**src/rtl/vga_timing_pkg.sv**
```systemverilog
// Raster timing constants for 640x480@60 Hz from a 100 MHz board clock.
// The pixel-colour block imports this for the visible-area bounds.
package vga_timing_pkg;

  localparam int COORD_W     = 10;   // width of hCount / vCount

  localparam int CLK_DIV     = 4;    // board clocks per pixel
  localparam int H_TOTAL     = 800;  // pixels per line including blanking
  localparam int H_SYNC      = 96;   // hSync low width, from hCount=0
  localparam int H_VIS_START = 144;  // first visible hCount
  localparam int H_VIS_END   = 783;  // last visible hCount
  localparam int V_TOTAL     = 525;  // lines per frame
  localparam int V_SYNC      = 2;    // vSync low width, from vCount=0
  localparam int V_VIS_START = 35;   // first visible vCount
  localparam int V_VIS_END   = 514;  // last visible vCount

endpackage

```
**src/rtl/vga_display_controller_mod_counter.sv**
```systemverilog
// Modulo-MOD counter with enable and synchronous reset. Exposes the
// registered count, the value it will take at the next edge, and a wrap
// strobe (en && count==MOD-1) used to chain counters.
module mod_counter #(
  parameter int MOD = 4,
  parameter int W   = 2
) (
  input  logic         clk,
  input  logic         rst,
  input  logic         en,
  output logic [W-1:0] count,
  output logic [W-1:0] next,
  output logic         wrap
);

  logic [W-1:0] count_q;
  logic [W-1:0] count_d;

  // Next count: hold, increment, or wrap to zero at MOD-1; reset forces zero.
  always_comb begin
    wrap    = en && (count_q == W'(MOD - 1));
    count_d = count_q;
    if (wrap) begin
      count_d = '0;
    end else if (en) begin
      count_d = count_q + 1'b1;
    end
    if (rst) begin
      count_d = '0;
    end
  end

  // Count register with synchronous reset.
  always_ff @(posedge clk) begin
    if (rst) begin
      count_q <= '0;
    end else begin
      count_q <= count_d;
    end
  end

  assign count = count_q;
  assign next  = count_d;

endmodule

```
**src/rtl/vga_display_controller.sv**
```systemverilog
// VGA raster timing generator. A clock divider produces the pixel strobe,
// which drives chained horizontal and vertical position counters. Sync,
// bright and frame_tick are decoded from the next-state counter values and
// registered, so they change on the same edge as hCount/vCount.
// pix_en is a free-running one-clk strobe; there is no back-pressure.
module vga_display_controller
  import vga_timing_pkg::*;
#(
  parameter int CLK_DIV     = vga_timing_pkg::CLK_DIV,
  parameter int H_TOTAL     = vga_timing_pkg::H_TOTAL,
  parameter int H_SYNC      = vga_timing_pkg::H_SYNC,
  parameter int H_VIS_START = vga_timing_pkg::H_VIS_START,
  parameter int H_VIS_END   = vga_timing_pkg::H_VIS_END,
  parameter int V_TOTAL     = vga_timing_pkg::V_TOTAL,
  parameter int V_SYNC      = vga_timing_pkg::V_SYNC,
  parameter int V_VIS_START = vga_timing_pkg::V_VIS_START,
  parameter int V_VIS_END   = vga_timing_pkg::V_VIS_END
) (
  input  logic               clk,
  input  logic               rst,
  output logic               pix_en,
  output logic [COORD_W-1:0] hCount,
  output logic [COORD_W-1:0] vCount,
  output logic               hSync,
  output logic               vSync,
  output logic               bright,
  output logic               frame_tick
);

  localparam int DIV_W = (CLK_DIV > 2) ? $clog2(CLK_DIV) : 1;

  // Counters must fit the 10-bit coordinate width and the divider needs
  // at least two phases so pix_en can be registered one cycle early.
  if (CLK_DIV < 2 || H_TOTAL > 1024 || V_TOTAL > 1024) begin : g_bad_params
    $error("vga_display_controller: illegal timing parameters");
  end

  logic [DIV_W-1:0]   div_count, div_next;
  logic               div_wrap;
  logic [COORD_W-1:0] h_count, h_next, v_count, v_next;
  logic               h_wrap, v_wrap;

  logic pix_en_q, pix_en_d;
  logic hsync_q, hsync_d;
  logic vsync_q, vsync_d;
  logic bright_q, bright_d;
  logic frame_tick_q, frame_tick_d;

  logic unused_taps;
  assign unused_taps = ^{div_next, div_wrap, v_wrap};

  mod_counter #(.MOD(CLK_DIV), .W(DIV_W)) u_div (
    .clk   (clk),
    .rst   (rst),
    .en    (1'b1),
    .count (div_count),
    .next  (div_next),
    .wrap  (div_wrap)
  );

  mod_counter #(.MOD(H_TOTAL), .W(COORD_W)) u_hcount (
    .clk   (clk),
    .rst   (rst),
    .en    (pix_en_q),
    .count (h_count),
    .next  (h_next),
    .wrap  (h_wrap)
  );

  mod_counter #(.MOD(V_TOTAL), .W(COORD_W)) u_vcount (
    .clk   (clk),
    .rst   (rst),
    .en    (h_wrap),
    .count (v_count),
    .next  (v_next),
    .wrap  (v_wrap)
  );

  // Decode strobes and sync/visible flags from the counters' next values.
  always_comb begin
    // div reaches CLK_DIV-1 on the next edge exactly when it is CLK_DIV-2 now.
    pix_en_d     = (div_count == DIV_W'(CLK_DIV - 2));
    hsync_d      = (h_next >= COORD_W'(H_SYNC));
    vsync_d      = (v_next >= COORD_W'(V_SYNC));
    bright_d     = (h_next >= COORD_W'(H_VIS_START)) && (h_next <= COORD_W'(H_VIS_END)) &&
                   (v_next >= COORD_W'(V_VIS_START)) && (v_next <= COORD_W'(V_VIS_END));
    // A line wrap into the first line below the visible window starts the tick.
    frame_tick_d = h_wrap && (v_next == COORD_W'(V_VIS_END + 1));
  end

  // Output registers with synchronous reset.
  always_ff @(posedge clk) begin
    if (rst) begin
      pix_en_q     <= 1'b0;
      hsync_q      <= 1'b0;
      vsync_q      <= 1'b0;
      bright_q     <= 1'b0;
      frame_tick_q <= 1'b0;
    end else begin
      pix_en_q     <= pix_en_d;
      hsync_q      <= hsync_d;
      vsync_q      <= vsync_d;
      bright_q     <= bright_d;
      frame_tick_q <= frame_tick_d;
    end
  end

  assign pix_en     = pix_en_q;
  assign hCount     = h_count;
  assign vCount     = v_count;
  assign hSync      = hsync_q;
  assign vSync      = vsync_q;
  assign bright     = bright_q;
  assign frame_tick = frame_tick_q;

endmodule
```
**config.mk**
```make
export PLATFORM = sky130hd
export DESIGN_NAME = vga_display_controller
export DESIGN_NICKNAME = d
export VERILOG_FILES = /design/src/rtl/vga_timing_pkg.sv /design/src/rtl/vga_display_controller_mod_counter.sv /design/src/rtl/vga_display_controller.sv
export SDC_FILE = /design/constraint.sdc
export NUM_CORES = 1
export LEC_CHECK = 0
export CORE_ASPECT_RATIO = 0.75
export CORE_MARGIN = 2
export CORE_UTILIZATION = 55
export DETAILED_ROUTE_END_ITERATION = 8
export GPL_TIMING_DRIVEN = 0
export PLACE_DENSITY_LB_ADDON = 0.15
export SETUP_SLACK_MARGIN = 0.5
export SLEW_MARGIN = 20
export SYNTH_ARGS = -nofsm -noshare
export SYNTH_HDL_FRONTEND = slang
export SYNTH_SLANG_ARGS = --single-unit
export TNS_END_PERCENT = 10
```
**constraint.sdc**
```tcl
create_clock -name clk -period 3.7 [get_ports clk]
set_input_delay 0.74 -clock clk [delete_from_list [all_inputs] [get_ports clk]]
set_output_delay 0.74 -clock clk [all_outputs]
set_load 0.02 [all_outputs]
```
Word level (Yosys, flattened, before mapping) --
Cells that the tools add are included.
Word-level totals: output and inout bits 25, flip-flop bits (word level) 27, input bits 2, word-level logic and storage cells 35
Operators by class: magnitude comparators 6, eq/ne operators 5, reductions and logical operators 7, mux-type cells 6, $add $sub $neg 3
Operators with widths (count):
- $mux 10 | 6
- $eq 10x10->1 const B | 3
- $add 10x1->10 const B | 2
- $le 10x10->1 const B | 2
- $ge 10x2->1 const B | 1
- $ge 10x6->1 const B | 1
- $ge 10x7->1 const B | 1
- $ge 10x8->1 const B | 1
- $logic_and 1x1->1 | 6
- $eq 2x2->1 const B | 2
- $add 2x1->2 const B | 1
- $reduce_or 2->1 | 1

Depth between registers and ports, before layout --
word-level depth 8, mapped depth 9, mapped depth without buffers 9

Cells and area by module --
From an unflattened synthesis, not the netlist that was laid out.
Unflattened totals: cell total of the unflattened synthesis 170, area, all modules 1481.4 um2
By module, submodules not included:
- mod_counter (u_vcount) | times used 1, area each 568.0 um2, seq. area each 200.2 um2, cells each 67
- mod_counter (u_hcount) | times used 1, area each 556.8 um2, seq. area each 200.2 um2, cells each 67
- vga_display_controller | times used 1, area each 250.2 um2, seq. area each 100.1 um2, cells each 25
- mod_counter (u_div) | times used 1, area each 106.4 um2, seq. area each 40.0 um2, cells each 11

Worst setup path after synthesis --
OpenSTA, ideal clock, no wires.
path kind register -> register, from register u_hcount.count_q[0] (netlist: u_hcount.count[0]), to register bright_q (netlist: bright), setup time 103 ps, path slack 1372 ps, period minus slack after synthesis 2328 ps, required time 3597 ps, cell stages (with the launch flop) 8, arrival time 2224 ps, buffers on the path 0, cell sequence dfxtp_1 ha_1 and4_2 nand4_4 or4_4 and3_4 o221a_1 a2111oi_2
Between the ends: cells in the longest elaborated chain, start to end 8, elaborated cells between the ends (all ways) 17, classes of those cells add/sub: 1; order compare: 4; eq/ne: 1; mux: 6; reduce/logical: 5
Ends and longest elaborated chain:
- from (decl) | RTL line vga_display_controller_mod_counter.sv:16 | logic [W-1:0] count_q;
- from (signal assigned) | RTL line vga_display_controller_mod_counter.sv:38 | count_q <= count_d;
- $add 10x1->10 / $eq 10x10->1 (equally long branches) | RTL line vga_display_controller_mod_counter.sv:26, vga_display_controller_mod_counter.sv:21
- $mux 10 / $logic_and 1x1->1 (equally long branches) | RTL line vga_display_controller_mod_counter.sv:25, vga_display_controller_mod_counter.sv:21
- $mux 10, or another cell as far along | RTL line vga_display_controller_mod_counter.sv:23 | if (wrap) begin
- $mux 10 (on tied branches) | RTL line vga_display_controller_mod_counter.sv:28, vga_display_controller_mod_counter.sv:23
- $ge 10x8->1, or another cell as far along | RTL line vga_display_controller.sv:85 | bright_d = (h_next >= COORD_W'(H_VIS_START)) && (h_next <= COORD_W'(H_VIS_END)) &&
- $logic_and 1x1->1 / $ge 10x6->1 (equally long branches) | RTL line vga_display_controller.sv:85, vga_display_controller.sv:86
- $logic_and 1x1->1 | RTL line vga_display_controller.sv:85
- $logic_and 1x1->1 * | RTL line vga_display_controller.sv:86 | (v_next >= COORD_W'(V_VIS_START)) && (v_next <= COORD_W'(V_VIS_END));
- to (signal assigned) | RTL line vga_display_controller.sv:103 | bright_q <= bright_d;
- to (decl) | RTL line vga_display_controller.sv:46 | logic bright_q, bright_d;
Mark *: on every way between the ends. The rest lies on a longest branch, timed or not. A chain may end at the register's enable or synchronous reset.

Worst setup path after layout --
from input port rst, to register bright_q (netlist: bright)
Between the ends: cells in the longest elaborated chain, start to end 5, elaborated cells between the ends (all ways) 9, classes of those cells order compare: 4; mux: 2; reduce/logical: 3
Ends and longest elaborated chain:
- from (decl) | RTL line vga_display_controller.sv:20 | input logic rst,
- $mux 10 | RTL line vga_display_controller_mod_counter.sv:28 | if (rst) begin
- $ge 10x8->1 / $le 10x10->1 (equally long branches) | RTL line vga_display_controller.sv:85
- $logic_and 1x1->1 (2 in a row) | RTL line vga_display_controller.sv:85
- $logic_and 1x1->1 | RTL line vga_display_controller.sv:86
Several ways; a longest one is shown, not always the timed one.

==> metrics.md <==
| Metric | Value |
|---|---|
| Antenna viol nets, final | 0 |
| Clock Latency Late Sink | 0.28 ns |
| Sequential-to-total area share from yosys stat | 34.8% |
| TritonCTS clock tree | built |
| Post-synth cell types | 51 |
| PostCTS Resize Cnt | 0 |
| Hold Vio Cnt, Final | 0 |
| Most frequent cells in the layout | dfxtp_1, clkdlybuf4s50_1, nor2_1, nand2_1, xnor2_1 |
| DRC | 0 |
| Clock-pin slew on the worst setup and hold paths | 0.09 ns |
| Layout cells sized above 1 | 9.00% |
| Num ports | 27 |
| Inserted Clock Buffers | 3 |
| CP endpoint kind | flop |
| Outcome | finished clean |
| Kind of critical path | input port to flop |
| Antenna violations before repair | 0 |
| Routed Wire Length | 3.59 mm |
| Drt pass-1 iters | 4 |
| Fmax | 387 MHz |
| CTS H-Tree Depth | 1 |
| WP data required | 3.88 ns |
| Worst slew pin tran | 0.571 ns |
| Vias in the first global route | 1297 |
| Syn Nets | 188 |
| Post-Syn Area per Cell | 8.59 um^2 |
| Setup TNS after final layout | 0 ns |
| Post-DP HPWL | 2.64 mm |
| Reg-to-reg setup timing slack | 1.25 ns |
| Delay-heaviest family, CP | compound AO/OA/AOI/OAI gates |
| Placer congestion estimate | 0.890 |
| Clock sink total | 27 |
| Ys flop type | dfxtp_1 |
| Buf/Inv on CP | 2 |
| Worst Hold End | u_div.count[0]$_SDFF_PP0_ |
| Mapped cell area | 1560 um^2 |
| Global-route usage over all layers | 23.8% |
| Reg2reg end | bright$_SDFF_PP0_ |
| Leading cell type in the layout, fill and taps excluded | dfxtp_1 |
| Longest Clk Path Bufs | 2 |
| Placed cells | 243 |
| Seq cells post-synth | 27 |
| Post-Syn Instances | 181 |
| Setup-failing EPs final | 0 |
| Iter 0 DRT Violations | 116 |
| Slowest cell on crit path | clkdlybuf4s50_1 |
| Finished Layout Cells | 247 |
| Crit Path Max Fanout | 10 |
| Total leakage power | 0.712 nW |
| Largest net degree at the start of global routing | 16 |
| R2R Path Start | u_hcount.count[0]$_SDFF_PP0_ |
| CP arrival | 2.77 ns |
| Die width | 65.4 um |
| Port bufs | 26 |
| Max Slew Vio Count | 0 |
| Via Count | 1431 |
| Crit path cell chain | clkdlybuf4s50_1 -> clkbuf_1 -> a41oi_1 -> o21ai_0 -> a21o_1 -> and3_1 -> a2111oi_2 |
| Worst vdd ir | 0.295 mV |
| Async SR Flop Fraction | 0% |
| Hold Buf Count CTS | 0 |
| Startpoint Class | input port |
| Row count | 16 |
| Vert. Die Dim | 50.1 um |
| CORE AREA | 2640 um^2 |
| Setup Fix Bufs, Post-CTS | 0 |
| Area Overhead vs Synth | 22.6% |
| Post-DR vias/cell | 5.79 |
| Die Area | 3270 um^2 |
| RSZ-0062 raised after global routing | no |
| Hold Path Origin | u_div.count[0]$_SDFF_PP0_ |
| Gr ovfl total | 0 |
| Power per Cell Area | 257 nW/um^2 |
| Nets@finish | 219 |
| Period minus WS final | 2.58 ns |
| Max cap viols | 0 |
| Slew HR | 61.6% |
| Initial core utilization | 58.9% |
| Number of synthesized flops with an enable pin | 0 |
| CP peak stage delay | 0.46 ns |
| Clock root buffer | clkbuf_8 |
| Worst Hold Depth | 1 |
| Final period util | 69.9% |
| YS warnings | 0 |
| Ant diodes | 0 |
| First-pass GRT wire length | 6.09 mm |
| Routed wire per std cell | 14.6 um |
| Hold Crit Class | flop to flop |
| Clock Skews | 0.00990 ns |
| R2R depth | 8 |
-- cells in the mapped netlist, drive strengths merged, types with 3 or more instances --
library cell  instances  area (um^2)
dfxtp                27          541
inv                   7         26.3
nand4                 8         65.1
nor2b                 3         21.3
xnor2                 9         78.8
clkbuf                8         30.0
nand2                14         52.6
a31oi                 3         18.8
mux2i                 3         30.0
nor4                  3         18.8
xor2                  7         61.3
nor2                 21         78.8
and4                  4         36.3
nand3                 6         30.0
ha                    5         62.6
nor3                  7         35.0
a211o                 3         26.3
and3                  5         36.3
a21o                  4         30.0
and2                  3         18.8
a21oi                 3         15.0
buf                   4         26.3
-- registers in the layout, indices dropped and copies added, names as in the netlist --
| register | flops |
|---|---|
| u_hcount.count | 10 |
| pix_en | 1 |
| frame_tick | 1 |
| vSync | 1 |
| bright | 1 |
| hSync | 1 |
| u_vcount.count | 10 |
| u_div.count | 2 |
-- layout make-up --
| type | instances | area, um^2 |
|---|---|---|
| multi-input combinational | 135 | 932 |
| fill | 204 | 736 |
| clock buffer | 3 | 41.3 |
| buffer | 12 | 56.3 |
| tap | 36 | 45.0 |
| clock inverter | 1 | 5.00 |
| timing repair buffer | 26 | 260 |
| sequential | 27 | 541 |
| inverter | 7 | 26.3 |
-- worst max path at each step --
| stage | startpoint | end | slack (ns) | cells after the start |
|---|---|---|---|---|
| after floorplan | u_hcount.count[0]$_SDFF_PP0_ | bright$_SDFF_PP0_ | 1.37 | 7 |
| after global placement | rst | bright$_SDFF_PP0_ | 0.84 | 7 |
| after detailed placement | rst | bright$_SDFF_PP0_ | 0.86 | 7 |
| after CTS | rst | bright$_SDFF_PP0_ | 1.15 | 7 |
| after global routing | rst | bright$_SDFF_PP0_ | 0.97 | 7 |
| final | rst | bright$_SDFF_PP0_ | 1.12 | 7 |
-- kinds of logic after synthesis --
| family | Yosys count | share of synthesized area [%] |
|---|---|---|
| AOI/OAI and AO/OA | 27 | 13.6 |
| xor gates and xnor gates | 16 | 9.01 |
| adders and majority gates | 5 | 4.02 |
| buffers and inverters | 19 | 5.31 |
| and+or+nand+nor | 83 | 30.7 |
| DFF | 27 | 34.8 |
| muxes | 4 | 2.65 |
-- power breakdown --
part,total (mW),switching (mW),leakage [nW],internal (mW)
logic,0.0246,0.0137,0.469,0.0109
clock network,0.166,0.0903,0.0255,0.0755
registers,0.300,0.00465,0.218,0.295
-- metal layers --
layer	global-route usage, %	wire length, um	vias up
met5	0	0	-
met4	4.51	48	0
met2	37.2	1610	64
met1	34.0	1700	653
met3	4.79	229	8
li1	-	-	706
-- through the flow --
stage               worst slack [ns]  cell area (um^2)  total power [mW]  hold WS [ns]  utilization (%)
finish                          1.12              1910             0.490         0.469             72.2
global route                   0.966              1910             0.508         0.493             72.2
CTS                             1.15              1910             0.495         0.469             72.2
detailed placement             0.864              1860             0.331         0.457             70.4
global placement               0.842              1860             0.329         0.436             70.4
floorplan                       1.37              1560             0.321         0.428                -
No activity file was read; power rests on OpenSTA's default activity.
==> edit, RTL diff (config.mk and constraints unchanged) <==
Set the package constant `CLK_DIV` to 8 (it was 4).
--- a/src/rtl/vga_timing_pkg.sv
+++ b/src/rtl/vga_timing_pkg.sv
@@ -6,3 +6,3 @@
 
-  localparam int CLK_DIV     = 4;    // board clocks per pixel
+  localparam int CLK_DIV     = 8;    // board clocks per pixel
   localparam int H_TOTAL     = 800;  // pixels per line including blanking
Function: changed (a bounded check fails within 4 cycles, from zero or initial values and one cycle with rst high).
==> edit against the original RTL <==
Sequential power is 2% higher; global-route usage increased by 0.39 points; largest power group unchanged; synthesized area decreased by 4.2%; cell area decreased by 4.0%; sequential cell count grew 1; worst setup slack worse by 320 ps; count of clock-buffer cells in the layout stayed put; utilization shrank 1.8 points; wire length decreased by 2.8%; critical endpoint unchanged; clock skew shrank 7.6 ps; fmax fell by 11%; power down 9.7%.
==> edit: results (changes against the original RTL) <==
net count of the mapped netlist=181 (was 188); average detailed-routed wire length per instance=14.7 um (was 14.6 um); startpoint of the tightest hold check path=u_div.count[2] (was u_div.count[0]); wire length of the first global-routing pass=5920 um (was 6090 um); filler cell count in the final layout=220 (was 204); insertion delay of the later-clocked pin in the worst-skew pair=320 ps (was 280 ps); Static Leakage=0.648 nW (was 0.712 nW); Synth Area in XOR/XNOR=8.82% (was 9.01%); relative slew slack=52.7% (was 61.6%); multiplexer fraction of the synthesized cell area=1.34% (was 2.65%); top area cells in the synthesized netlist=sky130_fd_sc_hd__dfxtp_1, sky130_fd_sc_hd__xnor2_1, sky130_fd_sc_hd__ha_1, sky130_fd_sc_hd__nor2_1, sky130_fd_sc_hd__nor3_1 (was sky130_fd_sc_hd__dfxtp_1, sky130_fd_sc_hd__nor2_1, sky130_fd_sc_hd__xnor2_1, sky130_fd_sc_hd__ha_1, sky130_fd_sc_hd__xor2_1); Final nets=212 (was 219); length in cells of the worst reg-to-reg path=8 (unchanged); largest vdd supply drop=0.169 mV (was 0.295 mV); Overall Global Routing Usage=24.2% (was 23.8%); reg-to-reg setup timing slack=790 ps (was 1250 ps); arrival time of the worst setup path=3190 ps (was 2770 ps); master cell of the clock root buffer=sky130_fd_sc_hd__clkbuf_4 (was sky130_fd_sc_hd__clkbuf_8); number of vias per cell=5.83 (was 5.79); CTS H-tree depth=1 (unchanged); number of global-route vias before repair=1260 (was 1297); outcome=finished clean (unchanged); portion of the post-synthesis area used by sequential elements=37.6% (was 34.8%); Post-Synth Adder-Cell Area=5.04% (was 4.02%); ys async rst share=0% (unchanged); placer's final routability congestion estimate=0.995 (was 0.890); detailed placer's ending HPWL=2690 um (was 2640 um); maximum number of pins on one net before global-route repair=15 (was 16); cell depth of the worst hold path=2 (was 1); CTS clk-pin slew, worst paths=130 ps (was 90 ps); Max FO, Critical Path=5 (was 10); number of distinct library cell variants in the gate-level netlist after synthesis=42 (was 51); worst flop-to-flop path endpoint=bright (unchanged); Endpoint, Worst Hold=pix_en (was u_div.count[0]); Setup Skew=2.30 ps (was 9.90 ps); starting DRC count in detailed routing=78 (was 116); fraction of final layout cells sized beyond drive strength 1=7.92% (was 9.00%); most frequent cells after synthesis=sky130_fd_sc_hd__dfxtp_1, sky130_fd_sc_hd__nor2_1, sky130_fd_sc_hd__nor3_1 (was sky130_fd_sc_hd__dfxtp_1, sky130_fd_sc_hd__nor2_1, sky130_fd_sc_hd__nand2_1); area fraction in compound gates after synthesis=11.3% (was 13.6%)
## edit: critical path, stage by stage, from the launching register on
cell	delay (ps)
sky130_fd_sc_hd__dfxtp_1	420
sky130_fd_sc_hd__ha_1	220
sky130_fd_sc_hd__nand4_2	190
sky130_fd_sc_hd__or4_4	590
sky130_fd_sc_hd__or4_4	560
sky130_fd_sc_hd__a211oi_1	330
sky130_fd_sc_hd__o221ai_1	180
sky130_fd_sc_hd__o211ai_1	210
sky130_fd_sc_hd__o211a_1	170
## edit: routing by layer
metal / part of all wire [%] / GRT usage [%] / vias up
met3: 8.3 / 9.01 / 4
met1: 47 / 33.8 / 650
li1: - / - / 681
met2: 44 / 35.9 / 53
met5: 0 / 0 / -
met4: 0.72 / 4.61 / 0
## edit: worst max path at each step
stage | slack (ps) | cells past startpoint | startpoint | endpoint
2_1_floorplan | 1020 | 8 | u_hcount.count[0] | bright
3_3_place_gp | 890 | 8 | u_hcount.count[0] | bright
3_5_place_dp | 840 | 8 | u_hcount.count[0] | bright
4_1_cts | 800 | 8 | u_hcount.count[0] | bright
5_1_grt | 640 | 8 | u_hcount.count[0] | bright
6_report | 790 | 8 | u_hcount.count[0] | bright
## edit: stage by stage
step                      instances  hold WS [ps]  setup WS (ps)  instance area [sq um]
after floorplan                 173           414           1020                   1490
after global placement          235           423            891                   1800
after detailed placement        235           426            835                   1800
after CTS                       238           445            795                   1820
after global routing            238           467            644                   1830
final                           238           446            793                   1830
## edit: layout make-up
cell class              count  area (sq um)  share of cell area (%)
inverters                   9          33.8                    1.85
multi-input cells         130           882                    48.2
clock buffers               3          22.5                    1.23
flip-flops and latches     28           561                    30.6
plain buffers               6          26.3                    1.44
repair buffers             26           260                    14.2
well taps                  36          45.0                    2.46
## edit: power by group
group / switching (mW) / internal [mW] / leakage, nW / total, mW
Sequential: 0.00216 / 0.305 / 0.226 / 0.307
Clock: 0.0828 / 0.0382 / 0.0138 / 0.121
Combinational: 0.00908 / 0.00593 / 0.408 / 0.0150
Total: 0.0940 / 0.349 / 0.648 / 0.443
## edit: repair_timing
action,CTS,global route
setup endpoints to repair,0,1
hold endpoints to repair,0,0
gates resized for setup,0,1
## edit: cells by family (layout without fill, tap and decap cells)
group                    Yosys count  in the layout
flip-flops                        28             28
XOR/XNOR                          15             15
multiplexers                       2              2
adder cells (fa/ha/maj)            6              6
buffers and inverters             15             44
AND/OR/NAND/NOR                   84             84
AO/OA/AOI/OAI                     23             23
